$ cat src/rtl/vme_cmd_sequencer.sv
// Command FIFO and sequencer feeding single-cycle A24/D16 commands to the VME master.
// Issues one command at a time, waits for the done strobe or a timeout, then idles GAP cycles.
module vme_cmd_sequencer #(
   parameter int DEPTH   = 16,
   parameter int AW      = 4,
   parameter int GAP     = 8,
   parameter int TIMEOUT = 1024
) (
   input  logic          clk,
   input  logic          rstn,
   input  logic          cmd_push,
   input  logic          cmd_wr,
   input  logic [22:0]   cmd_addr,
   input  logic [15:0]   cmd_data,
   output logic          cmd_full,
   output logic [AW:0]   cmd_count,
   output logic          vme_cmd,
   output logic          vme_wr,
   output logic          vme_rd,
   output logic [22:0]   vme_addr,
   output logic [15:0]   vme_wr_data,
   input  logic          vme_cmd_rd,
   input  logic [15:0]   vme_rd_data,
   output logic          rd_valid,
   output logic [22:0]   rd_addr,
   output logic [15:0]   rd_data,
   output logic          busy,
   output logic          ovf_err,
   output logic          tmo_err,
   input  logic          err_clr
);

   typedef enum logic [1:0] {S_IDLE, S_ISSUE, S_WAIT, S_GAP} state_t;

   typedef struct packed {
      logic        wr;
      logic [22:0] addr;
      logic [15:0] data;
   } cmd_t;

   localparam logic [AW:0] FULL_CNT = (AW+1)'(DEPTH);
   localparam logic [15:0] TMO_LAST = 16'(TIMEOUT - 1);
   localparam logic [15:0] GAP_LAST = 16'(GAP - 1);

   cmd_t          mem_q [DEPTH];
   cmd_t          head;
   state_t        state_q, state_d;
   logic [AW-1:0] wr_ptr_q, rd_ptr_q;
   logic [AW:0]   count_q, count_d;
   logic [15:0]   cnt_q, cnt_d;
   logic          wr_q, wr_d, rd_q, rd_d;
   logic [22:0]   addr_q, addr_d, rd_addr_q, rd_addr_d;
   logic [15:0]   wdata_q, wdata_d, rd_data_q, rd_data_d;
   logic          rd_valid_q, rd_valid_d;
   logic          ovf_q, ovf_d, tmo_q, tmo_d;
   logic          push_ok, pop, tmo_set;

   assign cmd_full  = (count_q == FULL_CNT);
   assign push_ok   = cmd_push & ~cmd_full;
   assign head      = mem_q[rd_ptr_q];

   always_comb begin
      // NOTE: every signal gets a default before the case so no path leaves one unassigned (no latches).
      state_d    = state_q;
      cnt_d      = cnt_q;
      wr_d       = wr_q;
      rd_d       = rd_q;
      addr_d     = addr_q;
      wdata_d    = wdata_q;
      rd_addr_d  = rd_addr_q;
      rd_data_d  = rd_data_q;
      rd_valid_d = 1'b0;
      pop        = 1'b0;
      tmo_set    = 1'b0;
      vme_cmd    = 1'b0;
      unique case (state_q)
         S_IDLE: begin
            if (count_q != '0) begin
               pop     = 1'b1;
               wr_d    = head.wr;
               rd_d    = ~head.wr;
               addr_d  = head.addr;
               wdata_d = head.data;
               state_d = S_ISSUE;
            end
         end
         S_ISSUE: begin
            vme_cmd = 1'b1;
            cnt_d   = '0;
            state_d = S_WAIT;
         end
         S_WAIT: begin
            // Done is tested before the timeout so a done on the last cycle still counts.
            if (vme_cmd_rd) begin
               if (rd_q) begin
                  rd_valid_d = 1'b1;
                  rd_data_d  = vme_rd_data;
                  rd_addr_d  = addr_q;
               end
               cnt_d   = '0;
               state_d = S_GAP;
            end else if (cnt_q == TMO_LAST) begin
               tmo_set = 1'b1;
               cnt_d   = '0;
               state_d = S_GAP;
            end else begin
               cnt_d = cnt_q + 16'd1;
            end
         end
         S_GAP: begin
            if (cnt_q == GAP_LAST) begin
               wr_d    = 1'b0;
               rd_d    = 1'b0;
               state_d = S_IDLE;
            end else begin
               cnt_d = cnt_q + 16'd1;
            end
         end
         default: state_d = S_IDLE;
      endcase

      unique case ({push_ok, pop})
         2'b10:   count_d = count_q + (AW+1)'(1);
         2'b01:   count_d = count_q - (AW+1)'(1);
         default: count_d = count_q;
      endcase

      // A new error on the same edge as err_clr wins.
      ovf_d = (ovf_q & ~err_clr) | (cmd_push & cmd_full);
      tmo_d = (tmo_q & ~err_clr) | tmo_set;
   end

   // NOTE: the storage array is deliberately not reset; pointers and count alone define valid entries.
   always_ff @(posedge clk) begin
      if (push_ok) mem_q[wr_ptr_q] <= '{wr: cmd_wr, addr: cmd_addr, data: cmd_data};
   end

   always_ff @(posedge clk or negedge rstn) begin
      if (!rstn) begin
         state_q    <= S_IDLE;
         wr_ptr_q   <= '0;
         rd_ptr_q   <= '0;
         count_q    <= '0;
         cnt_q      <= '0;
         wr_q       <= 1'b0;
         rd_q       <= 1'b0;
         addr_q     <= '0;
         wdata_q    <= '0;
         rd_addr_q  <= '0;
         rd_data_q  <= '0;
         rd_valid_q <= 1'b0;
         ovf_q      <= 1'b0;
         tmo_q      <= 1'b0;
      end else begin
         state_q    <= state_d;
         if (push_ok) wr_ptr_q <= wr_ptr_q + AW'(1);
         if (pop)     rd_ptr_q <= rd_ptr_q + AW'(1);
         count_q    <= count_d;
         cnt_q      <= cnt_d;
         wr_q       <= wr_d;
         rd_q       <= rd_d;
         addr_q     <= addr_d;
         wdata_q    <= wdata_d;
         rd_addr_q  <= rd_addr_d;
         rd_data_q  <= rd_data_d;
         rd_valid_q <= rd_valid_d;
         ovf_q      <= ovf_d;
         tmo_q      <= tmo_d;
      end
   end

   assign cmd_count   = count_q;
   assign vme_wr      = wr_q;
   assign vme_rd      = rd_q;
   assign vme_addr    = addr_q;
   assign vme_wr_data = wdata_q;
   assign rd_valid    = rd_valid_q;
   assign rd_addr     = rd_addr_q;
   assign rd_data     = rd_data_q;
   assign busy        = (state_q != S_IDLE) || (count_q != '0);
   assign ovf_err     = ovf_q;
   assign tmo_err     = tmo_q;

endmodule
$ cat config.mk
export PLATFORM = sky130hd
export DESIGN_NAME = vme_cmd_sequencer
export DESIGN_NICKNAME = d
export VERILOG_FILES = /design/src/rtl/vme_cmd_sequencer.sv
export SDC_FILE = /design/constraint.sdc
export NUM_CORES = 1
export LEC_CHECK = 0
export ABC_CLOCK_PERIOD_IN_PS = 10700
export CORE_UTILIZATION = 64
export DETAILED_ROUTE_END_ITERATION = 10
export GPL_TIMING_DRIVEN = 0
export PLACE_DENSITY_LB_ADDON = 0.05
export SETUP_SLACK_MARGIN = 0.15
export SYNTH_ARGS = -nofsm -noshare
export SYNTH_HDL_FRONTEND = slang
export SYNTH_SLANG_ARGS = --single-unit
$ cat constraint.sdc
create_clock -name clk -period 10.7 [get_ports clk]
set_clock_uncertainty 0.1 [all_clocks]
set_input_delay 1.605 -clock clk [delete_from_list [all_inputs] [get_ports clk]]
set_output_delay 1.605 -clock clk [all_outputs]
set_load 0.02 [all_outputs]
==> out/results.tsv <==
metric	value	unit
finalHoldViolations	0	
grt_max_degree	77	
synth-edff-count	640	
powerDensity	273	nW/um^2
yosys.area_share.simple	0.0208	
initial_core_util	0.653	
fin_crit_sh	0.427	
max_freq	219	MHz
synth-main-ff-cell	edfxtp_1	
r2r_start	cmd_count[1]	
cp.arrival	2.86	ns
syn_nets	1455	
place_area	32000	sq um
post-route-util	0.771	
fin_area	34300	sq um
postSynthAreaPerCell	21.1	sq um
synth_fa_ha_area_frac	0.00603	
synth_top_family_by_area	multiplexers	
hpwlAfterDp	39600	um
grt_pass1_wl	96200	um
grt_pass1_vias	15300	
tns	0	ns
ys_warn_count	0	
gp_congestion	0.828	
min_path_type	reg2reg	
postRouteWirelength	64700	um
yosysTopAreaCell	edfxtp_1	
grt_antenna_before_repair	1	
dieArea	46300	sq um
coreArea	44500	sq um
synth_most_common_cell	edfxtp_1	
die_x	215	um
drc_errors	0	
startpoint	cmd_count[1]	
synth_commonest_cells	edfxtp_1, mux4_2, dfrtp_1	
postRouteAntennaNets	0	
cts_buffers	73	
die_y	215	um
overflow	0	
r2r_slack	7.23	ns
synthMuxAreaShare	0.170	
cts-root-buf	clkbuf_16	
p_leak	0.0119	uW
areaGrowthSynthToFinish	18.1	%
drv_slew	0	
peakVddDrop	0.206	mV
synth_top_cell_area_share	0.661	
rr_worst_depth	13	
path_max_fanout	9	
synth-xor-area-share	0.00542	
num_antenna_cells	0	
vias	14800	
ios	152	
async_reset_ff_frac	0.151	
synth_compound_area_frac	0.0256	
cts_setup_buffers	0	
fillers	2415	
num-nets-final	1715	
synthCells	1380	
cp-start-kind	register	
clk_pin_slew	0.06	ns
cp-end-kind	output pin	
first_pass_iters	5	
clockBufferDepth	3	
drive_above_1_share	0.235	
required	9.00	ns
cts_hold_buf	0	
crit_path_end	busy	
netlist_area	29100	sq um
vias_per_cell	6.45	
rows	77	
portBuffers	151	
finalPower	9380	uW
synthTopCellsByArea	edfxtp_1, mux4_2, dfrtp_1	
insertion_delay	0.61	ns
clock_sinks	754	
cts_resized	0	
fin_crit	4.57	ns
worst_slew_pin_slew	1.11	ns
finalSetupViolCount	0	
post_drt_wl_per_cell	28.2	um
outcome	finished clean	
rsz0062_at_grt	no	
slew_headroom	0.261	
critical_path_class	reg2out	
reg2reg_to	cmd_count[4]	
ys_types	52	
ys_seq_area_frac	0.759	
detail_route.iter0.violations	1729	
h-tree-depth	3	
synth_seq_cells	754	
cts_tree	done	
maxCapViolations	0	
grt_usage	0.290	
## registers in the layout, summed over array words and instances, names as in the netlist, 4 cells and up
signal,flops
cmd_count,5
cnt_q,16
mem_q,640
rd_addr,23
rd_data,16
rd_ptr_q,4
vme_addr,23
vme_wr_data,16
wr_ptr_q,4
## worst min path at each step
| stage | startpoint | to | depth (start not counted) |
|---|---|---|---|
| after detailed placement | vme_wr_data[2] | vme_wr_data[2] | 1 |
| final | vme_wr_data[3] | vme_wr_data[3] | 1 |
| after floorplan | cnt_q[8] | cnt_q[8] | 1 |
| after global placement | vme_wr_data[0] | vme_wr_data[0] | 1 |
| after CTS | vme_wr_data[2] | vme_wr_data[2] | 1 |
| after global routing | vme_wr_data[4] | vme_wr_data[4] | 1 |
## through the flow
| stage | worst slack, ns | hold slack [ns] | std cells |
|---|---|---|---|
| 6_report | 6.13 | 0.373 | 2292 |
| 5_1_grt | 6.03 | 0.396 | 2292 |
| 4_1_cts | 6.14 | 0.378 | 2292 |
| 3_5_place_dp | 6.02 | 0.365 | 2157 |
| 3_3_place_gp | 1.05 | 0.358 | 2123 |
| 2_1_floorplan | 5.22 | 0.385 | 1380 |
## per-layer routing
metal / vias to the layer above / global-route usage / routed length (um)
li1: 6178 / - / -
met1: 7729 / 0.399 / 25200
met2: 733 / 0.478 / 32600
met3: 137 / 0.0531 / 5050
met4: 2 / 0.0974 / 1780
met5: - / 0 / 17
## cell usage in the layout (no fill, tap or decap), drive strengths merged, types with 4 or more instances in the layout
cell	n
nand2	25
clkbuf	137
nor2	33
edfxtp	640
nand3	9
mux4	160
inv	18
dfrtp	114
a22o	4
a21o	37
mux2i	86
clkinv	21
nand2b	4
clkdlybuf4s50	150
a21oi	11
ha	14
mux2	42
buf	75
o22ai	39
nor3	12
nor4	8
xnor2	12
nand4	5
xor2	6
o21ai	10
## worst max-delay path, cell delays in order (launching register included)
cell,delay (ns)
dfrtp_1,0.40
buf_2,0.18
or4_4,0.54
nor2_1,0.43
nand2_1,0.13
clkdlybuf4s50_1,0.56
## kinds of logic (layout without fill, tap and decap cells)
logic type,count (synthesis),in the layout
multiplexers,288,288
adder cells (fa/ha/maj),14,14
buffers and inverters,86,406
flip-flops,754,754
AND/OR/NAND/NOR,111,111
AO/OA/AOI/OAI,109,109
XOR/XNOR,18,18
## report_power, final
part	internal [uW]	switching (uW)	total (uW)
Sequential	3630	174	3800
Clock	1470	1060	2530
Combinational	1380	1670	3050
## layout make-up
type	count	area, sq um	area share
Buffer	70	315	0.00919
Clock buffer	107	2160	0.0629
Clock inverter	28	214	0.00623
Inverter	16	62.6	0.00182
Multi-Input combinational cell	540	6730	0.196
Sequential cell	754	22100	0.643
Tap cell	592	741	0.0216
Timing Repair Buffer	185	2030	0.0592
(Power assumes the default switching activity.)
